<file path="src/rtl/sram_lsu.sv">
// sram_lsu: byte/halfword/word load-store unit in front of the on-chip SRAM.
// Ports:
//   clock, reset          - rising-edge clock, async active-high reset
//   req_*                 - CPU request (valid/ready), latched on accept
//   rsp_valid/rdata/fault - one-cycle response pulse, no backpressure
//   mem_*                 - SRAM read_write/address/data_in/data_out
//   stat_accesses/faults  - saturating counters, only with SRAM_LSU_STATS_EN
// Sub-word stores are done as read-modify-write of the containing word.
module sram_lsu #(
    parameter logic [31:0] SRAM_BASE        = 32'h2000_0000,
    parameter logic [31:0] SRAM_SIZE        = 32'h0001_8000,
    parameter int          MEM_READ_LATENCY = 1
) (
    input  logic        clock,
    input  logic        reset,
    input  logic        req_valid,
    output logic        req_ready,
    input  logic        req_write,
    input  logic [1:0]  req_size,
    input  logic        req_signed,
    input  logic [31:0] req_address,
    input  logic [31:0] req_wdata,
    output logic        rsp_valid,
    output logic [31:0] rsp_rdata,
    output logic        rsp_fault,
    output logic        mem_read_write,
    output logic [31:0] mem_address,
    output logic [31:0] mem_data_out,
    input  logic [31:0] mem_data_in
`ifdef SRAM_LSU_STATS_EN
    ,
    output logic [15:0] stat_accesses,
    output logic [15:0] stat_faults
`endif
);

    localparam logic [2:0] S_IDLE  = 3'd0;
    localparam logic [2:0] S_CHECK = 3'd1;
    localparam logic [2:0] S_RD    = 3'd2;
    localparam logic [2:0] S_CAP   = 3'd3;
    localparam logic [2:0] S_WR    = 3'd4;
    localparam logic [2:0] S_RESP  = 3'd5;

    localparam logic [1:0] LAT_LAST = 2'(MEM_READ_LATENCY - 1);

    // Window end computed with a carry bit so the bound test cannot wrap.
    localparam logic [32:0] WIN_LAST =
        {1'b0, SRAM_BASE} + {1'b0, SRAM_SIZE} - 33'd1;

    logic [2:0]  state;
    logic        q_write;
    logic [1:0]  q_size;
    logic        q_signed;
    logic [31:0] q_addr;
    logic [31:0] q_wdata;
    logic        q_fault;
    logic [31:0] q_word;
    logic [1:0]  rd_cnt;

    logic [32:0] nbytes;
    logic [32:0] last_byte;
    logic        fault;
    logic [7:0]  lane_b;
    logic [15:0] lane_h;
    logic [31:0] load_val;
    logic [31:0] merged;
    logic [31:0] aligned;

    assign req_ready = (state == S_IDLE);
    assign aligned   = {q_addr[31:2], 2'b00};

    always_comb begin
        nbytes = 33'd4;
        unique case (q_size)
            2'b00:   nbytes = 33'd1;
            2'b01:   nbytes = 33'd2;
            default: nbytes = 33'd4;
        endcase
        last_byte = {1'b0, q_addr} + nbytes - 33'd1;
        fault = (q_addr < SRAM_BASE)
              | (last_byte > WIN_LAST)
              | ((q_size == 2'b01) & q_addr[0])
              | ((q_size == 2'b10) & (q_addr[1:0] != 2'b00))
              | (q_size == 2'b11);
    end

    // Lane extraction for loads and lane merge for RMW stores both work
    // on the word currently returned by the SRAM.
    always_comb begin
        lane_b   = mem_data_in[{q_addr[1:0], 3'b000} +: 8];
        lane_h   = mem_data_in[{q_addr[1], 4'b0000} +: 16];
        load_val = mem_data_in;
        merged   = mem_data_in;
        unique case (q_size)
            2'b00: begin
                load_val = {{24{q_signed & lane_b[7]}}, lane_b};
                merged[{q_addr[1:0], 3'b000} +: 8] = q_wdata[7:0];
            end
            2'b01: begin
                load_val = {{16{q_signed & lane_h[15]}}, lane_h};
                merged[{q_addr[1], 4'b0000} +: 16] = q_wdata[15:0];
            end
            default: begin
                load_val = mem_data_in;
                merged   = q_wdata;
            end
        endcase
    end

    always_ff @(posedge clock or posedge reset) begin
        if (reset) begin
            state          <= S_IDLE;
            q_write        <= 1'b0;
            q_size         <= 2'b00;
            q_signed       <= 1'b0;
            q_addr         <= 32'h0;
            q_wdata        <= 32'h0;
            q_fault        <= 1'b0;
            q_word         <= 32'h0;
            rd_cnt         <= 2'd0;
            rsp_valid      <= 1'b0;
            rsp_rdata      <= 32'h0;
            rsp_fault      <= 1'b0;
            mem_read_write <= 1'b0;
            mem_address    <= 32'h0;
            mem_data_out   <= 32'h0;
`ifdef SRAM_LSU_STATS_EN
            stat_accesses  <= 16'h0;
            stat_faults    <= 16'h0;
`endif
        end else begin
            rsp_valid      <= 1'b0;
            rsp_fault      <= 1'b0;
            mem_read_write <= 1'b0;
            unique case (state)
                S_IDLE: begin
                    if (req_valid) begin
                        q_write  <= req_write;
                        q_size   <= req_size;
                        q_signed <= req_signed;
                        q_addr   <= req_address;
                        q_wdata  <= req_wdata;
                        q_fault  <= 1'b0;
                        q_word   <= 32'h0;
                        state    <= S_CHECK;
                    end
                end
                S_CHECK: begin
                    if (fault) begin
                        q_fault <= 1'b1;
                        state   <= S_RESP;
                    end else if (q_write && q_size == 2'b10) begin
                        mem_read_write <= 1'b1;
                        mem_address    <= aligned;
                        mem_data_out   <= q_wdata;
                        state          <= S_WR;
                    end else begin
                        // Loads and sub-word stores both start with a read.
                        mem_address <= aligned;
                        rd_cnt      <= 2'd0;
                        state       <= S_RD;
                    end
                end
                S_RD: begin
                    if (rd_cnt == LAT_LAST) begin
                        state <= S_CAP;
                    end else begin
                        rd_cnt <= rd_cnt + 2'd1;
                    end
                end
                S_CAP: begin
                    if (q_write) begin
                        mem_read_write <= 1'b1;
                        mem_data_out   <= merged;
                        state          <= S_WR;
                    end else begin
                        q_word <= load_val;
                        state  <= S_RESP;
                    end
                end
                S_WR: begin
                    state <= S_RESP;
                end
                S_RESP: begin
                    rsp_valid <= 1'b1;
                    rsp_fault <= q_fault;
                    rsp_rdata <= (q_fault || q_write) ? 32'h0 : q_word;
`ifdef SRAM_LSU_STATS_EN
                    if (q_fault) begin
                        if (stat_faults != 16'hFFFF) begin
                            stat_faults <= stat_faults + 16'd1;
                        end
                    end else if (stat_accesses != 16'hFFFF) begin
                        stat_accesses <= stat_accesses + 16'd1;
                    end
`endif
                    state <= S_IDLE;
                end
                default: begin
                    state <= S_IDLE;
                end
            endcase
        end
    end

endmodule

</file>
<file path="config.mk">
export PLATFORM = sky130hd
export DESIGN_NAME = sram_lsu
export DESIGN_NICKNAME = d
export VERILOG_FILES = /design/src/rtl/sram_lsu.sv
export SDC_FILE = /design/constraint.sdc
export NUM_CORES = 1
export LEC_CHECK = 0
export CAP_MARGIN = 20
export CORE_MARGIN = 5
export CORE_UTILIZATION = 53
export DETAILED_ROUTE_END_ITERATION = 8
export PLACE_DENSITY = 0.81
export SLEW_MARGIN = 20
export SYNTH_ARGS = -nofsm -noshare
export SYNTH_HDL_FRONTEND = slang
export SYNTH_SLANG_ARGS = --single-unit
</file>
<file path="constraint.sdc">
create_clock -name clock -period 9.6 [get_ports clock]
set_clock_uncertainty 0.15 [all_clocks]
set_input_delay 1.92 -clock clock [delete_from_list [all_inputs] [get_ports clock]]
set_output_delay 1.92 -clock clock [all_outputs]
set_load 0.01 [all_outputs]
</file>
Word level (Yosys, flattened, before mapping)
Cells that the tools add are included.
{ "op_classes": {"order_cmp": 2, "bitwise_logic": 9, "n_reduce_logical": 17, "eq_ne": 17, "muxes": 32, "addsub": 5, "n_shift": 6} }
{ "ops": {"columns": ["cell", "count"], "rows": [
  ["$pmux W32 S2", 4],
  ["$mux W32", 6],
  ["$bwmux W32", 2],
  ["$add A32 B33 Y33", 1],
  ["$gt A33 B30 Y1 const B", 1],
  ["$sub A33 B1 Y33 const B", 1],
  ["$lt A32 B30 Y1 const B", 1],
  ["$shift A16 B7 Y32 const A", 1],
  ["$shift A8 B7 Y32 const A", 1],
  ["$shiftx A16 B7 Y32", 1],
  ["$shiftx A32 B6 Y16", 1],
  ["$shiftx A32 B6 Y8", 1],
  ["$shiftx A8 B7 Y32", 1],
  ["$ne A2 B2 Y1 const B", 9],
  ["$pmux W3 S5", 1],
  ["$neg A5 Y7", 2],
  ["$mux W3", 4],
  ["$reduce_bool A2 Y1", 5],
  ["$mux W1", 8],
  ["$reduce_and A4 Y1", 2],
  ["$eq A3 B2 Y1 const B", 2],
  ["$eq A3 B3 Y1 const B", 2],
  ["$mux W2", 3],
  ["$pmux W3 S2", 1],
  ["other kinds (15)", 27]
]} }
{ "totals": {"wordCells": 103, "regBits": 203, "input_bits": 103} }

Logic depth before layout (Yosys ltp)
Gate-level depths: netlist (run 1).
{ "depth": {"word_depth": 11, "ltp_mapped": 18, "depth_no_buf": 16} }

Least setup slack after synthesis (run 1)
OpenSTA, ideal clock, no wires.
{ "synth_path": {"path_kind": "reg2reg", "start": "reg q_addr[1]", "end": "reg mem_data_out[10]", "arrival_ns": 4.382, "path_stages_with_launch": 19, "path_buffers": 3, "path_slack_ns": 4.940, "synth_period_minus_slack_ns": 4.660, "required_time_ns": 9.322, "cell_sequence": "dfrtp_1 clkbuf_1 buf_1 inv_1 ha_1 inv_1 ha_1 fa_1 a211oi_1 o21ai_0 a22oi_1 a21oi_1 a41oi_1 xor2_1 a2111oi_4 a32oi_2 a21oi_4 buf_4 mux2_1"} }
{ "synth_between": {"elab_chain_len": 9, "word_cells_on_any_way": 23, "cone_classes": "add/sub (4); order compare (2); eq/ne (1); shift (4); mux (5); bitwise (5); reduce/logical (2)"} }
{ "synth_lines": {"columns": ["element", "line", "text"], "rows": [
  ["from (decl)", "54", "logic [31:0] q_addr;"],
  ["from (signal assigned)", "141", "q_addr <= req_address;"],
  ["$add A32 B33 Y33", "79", "last_byte = {1'b0, q_addr} + nbytes - 33'd1;"],
  ["$sub A33 B1 Y33", "79", null],
  ["$gt A33 B30 Y1", "81", "| (last_byte > WIN_LAST)"],
  ["$or A1 B1 Y1", "81", null],
  ["$or A1 B1 Y1", "82", "| ((q_size == 2'b01) & q_addr[0])"],
  ["$or A1 B1 Y1", "83", "| ((q_size == 2'b10) & (q_addr[1:0] != 2'b00))"],
  ["$or A1 B1 Y1", "84", "| (q_size == 2'b11);"],
  ["$ne A2 B2 Y1 (no line)", null, null],
  ["$reduce_and A4 Y1 (no line)", null, null],
  ["to (signal assigned)", "155", "mem_data_out <= q_wdata;"],
  ["to (signal assigned)", "174", "mem_data_out <= merged;"],
  ["to (decl)", "28", "output logic [31:0] mem_data_out,"]
]} }
Several ways; a longest one is shown, not always the timed one. The select of a mux whose other input is x is not followed.
A chain may end at the register's enable or synchronous reset.

Worst setup path after layout (run 1)
{ "layout_path": {"start": "reg q_size[1]", "end": "reg mem_data_out[1]"} }
{ "layout_between": {"elab_chain_len": 11, "word_cells_on_any_way": 21, "cone_classes": "add/sub (2); order compare (1); eq/ne (5); mux (4); bitwise (6); reduce/logical (3)"} }
{ "layout_lines": {"columns": ["element", "line", "text"], "rows": [
  ["from (decl)", "52", "logic [1:0] q_size;"],
  ["from (signal assigned)", "139", "q_size <= req_size;"],
  ["$eq A2 B1 Y1 or $logic_not A2 Y1 (tied branches)", "74, 82, 94", null],
  ["$pmux W3 S2", "74", "unique case (q_size)"],
  ["$add A32 B33 Y33", "79", null],
  ["$sub A33 B1 Y33", "79", null],
  ["$gt A33 B30 Y1", "81", null],
  ["$or A1 B1 Y1", "81", null],
  ["$or A1 B1 Y1", "82", null],
  ["$or A1 B1 Y1", "83", null],
  ["$or A1 B1 Y1", "84", null],
  ["$ne A2 B2 Y1 (no line)", null, null],
  ["$reduce_and A4 Y1 (no line)", null, null]
]} }
Several ways; a longest one is shown, not always the timed one. The select of a mux whose other input is x is not followed.

==> flow_summary.yaml, run 1 <==
route:
  drt_iter0_drc: 733
  viasPerCell: 5.866
  wl_met1_um: 13880
  wirelength_um: 31870
  wl_met3_um: 2292
  drt-wirelength-per-cell_um: 19.56
  ant_nets: 0
  dr_total_vias: 9555
  routed.top_layer: "met4"
  routed-wl-met2_um: 14650
  drcViolationCount: 0
  drt_first_pass_iters: 6
clocking:
  cts_buffers: 22
  cts_buffer_depth: 3
  cts_num_sinks: 203
  cts_setup_buffers: 0
  cts_tree: "built"
  cts_max_level: 1
  cts-root-buf: "clkbuf_16"
  cts_hold_buf: 0
  clk_latency_ps: 510
  ctsResizeCount: 0
  clk_pin_slew_ps: 60
placement:
  place_worst_setup_slack_ps: 3442
  globalplace.congestion: 0.9582
  io_buffers: 200
  place_area_sq_um: 13270
  dp_hpwl_um: 23310
worst_setup_path:
  cpPeakStageDelay_ps: 1000
  slowest_stage: "dfrtp_1"
  cp-start-kind: "register"
  critPathCaptureType: "register"
  worstPathCellList: "clkinv_1 -> nand2_1 -> ha_1 -> inv_1 -> ha_1 -> fa_1 -> a211oi_1 -> o21ai_0 -> a41oi_1 -> a2111oi_0 -> o21ai_0 -> a222oi_1 -> and4_1 -> nand4_1 -> a21oi_4 -> buf_4 -> mux2_1"
  path_class: "register to register"
  reg2reg_to: "mem_data_out[1]"
  crit_end: "mem_data_out[1]"
  crit_fanout: 33
  crit_required_ps: 9830
  cp-startpoint: "q_size[1]"
  rr_worst_depth: 17
  reg2reg_slack_ps: 3260
  r2r_start: "q_size[1]"
  crit_arrival_ps: 6580
die:
  die_w_um: 154.8
  start_util_pct: 53.34
  die_h_um: 154.8
  io_pins: 203
  design.core.area_sq_um: 20820
  die_area_sq_um: 23950
  rows: 53
pwr:
  peakVddDrop_mv: 0.1751
  p_leak_nw: 6.146
  power_density_nw_per_um2: 333.4
timing:
  holdWs_ps: 315.7
  fin_crit_ps: 6342
  fin_crit_sh_pct: 66.06
  worst-slew-pin-transition_ps: 1009
  setup_ws_ps: 3259
  finalHoldViolCount: 0
  rsz0062_at_grt: "no"
  relSlewSlack_pct: 32.70
  setup_viol: 0
  finalSetupTns_ps: 0
  drv_slew: 0
  fmax_mhz: 157.7
final_layout:
  postLayoutCellArea_sq_um: 14040
  syn_to_final_growth_pct: 26.39
  nFillCells: 1698
  seqCellArea_sq_um: 5080
  multi_input_area_sq_um: 5530
  final_common_cell: "dfrtp_1"
  num-nets-final: 1480
  final_cell_mix: "203 x dfrtp_1, 200 x clkdlybuf4s50_1, 191 x nand2_1"
  layout-drive-gt1-share_pct: 9.118
global_route:
  grt_pass1_vias: 9474
  antenna_found_initial: 2
  grtUsageTotal_pct: 26.24
  grt_first_pass_wirelength_um: 51230
  gr-total-overflow: 0
  grt_max_degree: 138
worst_hold_path:
  hp-class: "register to register"
  min_path_cells: 2
logic_synthesis:
  synth_edf_count: 0
  synth.ff_latch_count: 203
  ys_async_sr_fraction_pct: 100.0
  synth.avg_cell_area_sq_um: 9.534
  synth_cell_types: 68
  yosysSeqAreaShare_pct: 45.74
  yosysWarnings: 0
  syn_inst: 1165
  synth_area_sq_um: 11110
  synthFlopType: "dfrtp_1"
run_status:
  outcome: "finished clean"
flow_run:
  drv_cap: 0
## metal layers
layer	vias to the layer above	GRT usage, %
met5	-	0
met3	65	4.813
li1	4504	-
met4	0	8.873
met1	4607	37.34
met2	379	40.77
## flip-flops by register name (all words and copies together), names as in the netlist, 3 cells and up
| signal | flops |
|---|---|
| rsp_rdata | 32 |
| mem_address | 30 |
| q_wdata | 32 |
| mem_data_out | 32 |
| state | 3 |
| q_word | 32 |
| q_addr | 32 |
## synthesized netlist by cell type, types with 3 or more instances
cell      number  area share [%]
nor4b_1        3            0.24
a211o_1        3            0.24
a21oi_1       86             3.9
xor2_1         7            0.55
o211ai_1      10            0.68
buf_1          8            0.27
a41oi_1        3            0.24
a211oi_1      13            0.88
clkbuf_1      47             1.6
o21ai_0      157             7.1
buf_4          4            0.27
nor3_1         5            0.23
inv_1         66             2.2
mux2_2        64             6.5
and2_1         6            0.34
nor3b_1        5            0.34
a22o_1         4            0.32
a21o_1         6            0.41
a22oi_1       16             1.1
nand3_1        7            0.32
o22ai_1        9            0.51
nor2_1        47             1.6
dfrtp_1      203              46
xnor2_1        3            0.24
nand4_1        5            0.28
ha_1          42             4.7
mux4_2         3            0.61
mux2_1        26             2.6
o21a_1         4            0.27
mux2i_1       26             2.3
or3_1          5            0.28
a221o_1        7            0.63
nand2b_1       5            0.28
a221oi_1      17             1.3
nand2_1      191             6.5
and3_1         4            0.23
and4_1         3            0.24
buf_2          4            0.18
## metrics by stage
stage | power (mW) | utilization [%] | cells
2_1_floorplan | 3.018 | - | 1166
3_3_place_gp | 3.720 | 63.69 | 1584
3_5_place_dp | 3.774 | 63.71 | 1584
4_1_cts | 4.658 | 67.24 | 1623
5_1_grt | 5.024 | 67.38 | 1626
6_report | 4.680 | 67.42 | 1629
## cell families (layout without fill, tap and decap cells)
family / after synthesis / after routing / synth area share (%)
and+or+nand+nor: 293 / 293 / 11.36
other: 1 / 7 / 0.03376
muxes: 119 / 119 / 12.08
adders and majority gates: 43 / 43 / 4.912
buffers and inverters: 132 / 315 / 4.709
DFF: 203 / 203 / 45.74
xor gates and xnor gates: 10 / 10 / 0.7886
AOI/OAI and AO/OA: 364 / 364 / 20.39
## power breakdown
group / switching [mW] / internal, mW
logic: 1.41 / 1.03
clock network: 0.341 / 0.517
registers: 0.260 / 1.12
## critical path, delay by kind of cell (launching register included)
kind                       cells  cell delay, ps
and+or+nand+nor                3             640
AOI/OAI and AO/OA              7            1940
muxes                          1             380
DFF                            1            1000
adders and majority gates      3             650
buffers and inverters          3            1410
## cell type report
cell class / instances / area share (%)
multi-input combinational: 831 / 39.39
sequential: 203 / 36.19
timing repair buffer: 208 / 14.78
clock buffer: 34 / 4.599
tap: 275 / 2.451
inverter: 68 / 1.872
clock inverter: 5 / 0.6328
antenna: 5 / 0.08913
## how the worst min path moves through the flow
stage | start | endpoint | slack (ps)
CTS | q_word[29] | q_word[29] | 320
finish | q_word[29] | q_word[29] | 320
global route | q_word[20] | q_word[20] | 340
floorplan | q_word[16] | q_word[16] | 290
detailed placement | q_word[29] | q_word[29] | 310
global placement | q_word[16] | q_word[16] | 300
No activity file was read; power rests on OpenSTA's default activity.
==> inputs of run 2 (changes only) <==
==> constraint.sdc (replaced) <==
create_clock -name clock -period 6.5 [get_ports clock]
set_clock_uncertainty 0.15 [all_clocks]
set_input_delay 1.3 -clock clock [delete_from_list [all_inputs] [get_ports clock]]
set_output_delay 1.3 -clock clock [all_outputs]
set_load 0.01 [all_outputs]
==> flow_summary.yaml, run 2 (synthesis gave the netlist of run 1 again) <==
timing:
  rsz0062_at_grt: "no"
  setup_viol: 0
  fin_crit_ps: 5289
  relSlewSlack_pct: 30.92
  finalSetupTns_ps: 0
  fmax_mhz: 189.1
  finalHoldViolCount: 0
  drv_slew: 0
  fin_crit_sh_pct: 81.37
  worst-slew-pin-transition_ps: 1028
worst_setup_path:
  reg2reg_to: "mem_data_out[1]"
  reg2reg_slack_ps: 1210
  cp-startpoint: "q_size[1]"
  cpPeakStageDelay_ps: 840
  worstPathCellList: "buf_4 -> clkinv_1 -> buf_4 -> nand2_1 -> ha_1 -> inv_1 -> ha_1 -> fa_1 -> a211oi_1 -> o21ai_0 -> a41oi_1 -> a2111oi_0 -> o21ai_0 -> a222oi_1 -> and4_1 -> nand4_1 -> a21oi_4 -> buf_4 -> mux2_1"
  cp-start-kind: "register"
  path_class: "register to register"
  r2r_start: "q_size[1]"
  crit_fanout: 33
  crit_required_ps: 6730
  cp_top_family: "compound AO/OA/AOI/OAI gates"
  cp_common_cell: "buf_4"
  rr_worst_depth: 19
  crit_arrival_ps: 5520
  critPathCaptureType: "register"
  slowest_stage: "a2111oi_0"
  cp_num_buf_inv: 5
route:
  drcViolationCount: 0
  dr_total_vias: 9615
  drt-wirelength-per-cell_um: 19.61
  ant_nets: 0
  drt_first_pass_iters: 8
  wirelength_um: 31990
  drt_iter0_drc: 784
  viasPerCell: 5.895
pwr:
  intPower_mw: 4.026
  p_comb_share_pct: 51.7
  pwr-share-clk_pct: 19.3
  switching_share_pct: 42.58
  power_density_nw_per_um2: 496.5
  peakVddDrop_mv: 0.2975
  pwr-share-seq_pct: 28.9
  p_leak_nw: 6.195
  power_mw: 7.012
  netSwitchingPower_mw: 2.986
clocking:
  cts-root-buf: "clkbuf_16"
  clk_pin_slew_ps: 60
  clk_latency_ps: 510
  cts_max_level: 1
  ctsResizeCount: 0
  cts_hold_buf: 0
  cts_setup_buffers: 0
  cts_tree: "built"
  cts_buffers: 22
  cts_num_sinks: 203
  cts_buffer_depth: 3
final_layout:
  syn_to_final_growth_pct: 27.15
  nFillCells: 1645
  final_cell_mix: "203 x dfrtp_1, 200 x clkdlybuf4s50_1, 191 x nand2_1"
  layout-drive-gt1-share_pct: 9.749
  stdcell_count: 1631
  final_common_cell: "dfrtp_1"
  num-nets-final: 1484
global_route:
  gr-total-overflow: 0
  grt_pass1_vias: 9612
  use_met3_pct: 5.008
  use_met1_pct: 37.75
  grt_max_degree: 135
  use_met2_pct: 40.89
  grt_first_pass_wirelength_um: 51400
  grt.busiest_layer: "met2"
  antenna_found_initial: 2
  grtUsageTotal_pct: 26.48
placement:
  io_buffers: 200
  dp.cells: 1589
  dp_hpwl_um: 23340
  globalplace.congestion: 0.9560
worst_hold_path:
  min_path_cells: 2
  whs_endpoint: "q_word[27]"
  hp-class: "register to register"
  min_from: "q_word[27]"
run_status:
  outcome: "finished clean"
die:
  die_area_sq_um: 23950
  io_pins: 203
  die_h_um: 154.8
  start_util_pct: 53.34
  die_w_um: 154.8
  rows: 53
  design.core.area_sq_um: 20820
flow_run:
  drv_cap: 0
run 2: worst min-delay path, stage by stage (launching register included):
cell and delay, ps:
dfrtp_1 340, nand2_1 50, nand2_1 50
run 2: power by group through the flow:
| stage | sequential, mW | clock, mW | combinational [mW] |
|---|---|---|---|
| finish | 2.03 | 1.36 | 3.63 |
| global route | 2.08 | 1.42 | 4.02 |
| CTS | 2.02 | 1.38 | 3.60 |
| detailed placement | 2.03 | 0 | 3.56 |
| global placement | 2.02 | 0 | 3.49 |
| floorplan | 1.96 | 0 | 2.50 |
run 2: metal layers:
metal	vias to the layer above	share of wire, %
met4	0	3.6
li1	4498	-
met1	4638	43
met5	-	0
met3	74	7.8
met2	405	46
run 2: through the flow:
| step | hold WS, ps | cell area, sq um | utilization [%] | setup WS, ps |
|---|---|---|---|---|
| after floorplan | 288.6 | 11110 | - | 1840 |
| after global placement | 301.3 | 13300 | 63.87 | 1508 |
| after detailed placement | 305.4 | 13320 | 63.95 | 1335 |
| after CTS | 319.5 | 14110 | 67.76 | 1306 |
| after global routing | 346.5 | 14120 | 67.82 | 768.4 |
| final | 318.5 | 14120 | 67.82 | 1211 |
run 2: worst max-delay path by stage:
stage,to,cells past startpoint
after global placement,mem_data_out[1],19
after floorplan,mem_data_out[10],18
final,mem_data_out[1],19
after detailed placement,mem_data_out[1],19
after global routing,mem_data_out[1],19
after CTS,mem_data_out[0],19
run 2: layout make-up:
class	count	area [sq um]	share of cell area, %
Clock buffer	29	628.1	4.448
Tap cell	275	344.1	2.436
Inverter	68	259.0	1.834
Sequential cell	203	5080	35.97
Multi-Input combinational cell	831	5533	39.18
Timing Repair Buffer	212	2108	14.93
Clock inverter	11	165.2	1.169
Antenna cell	2	5.005	0.03544
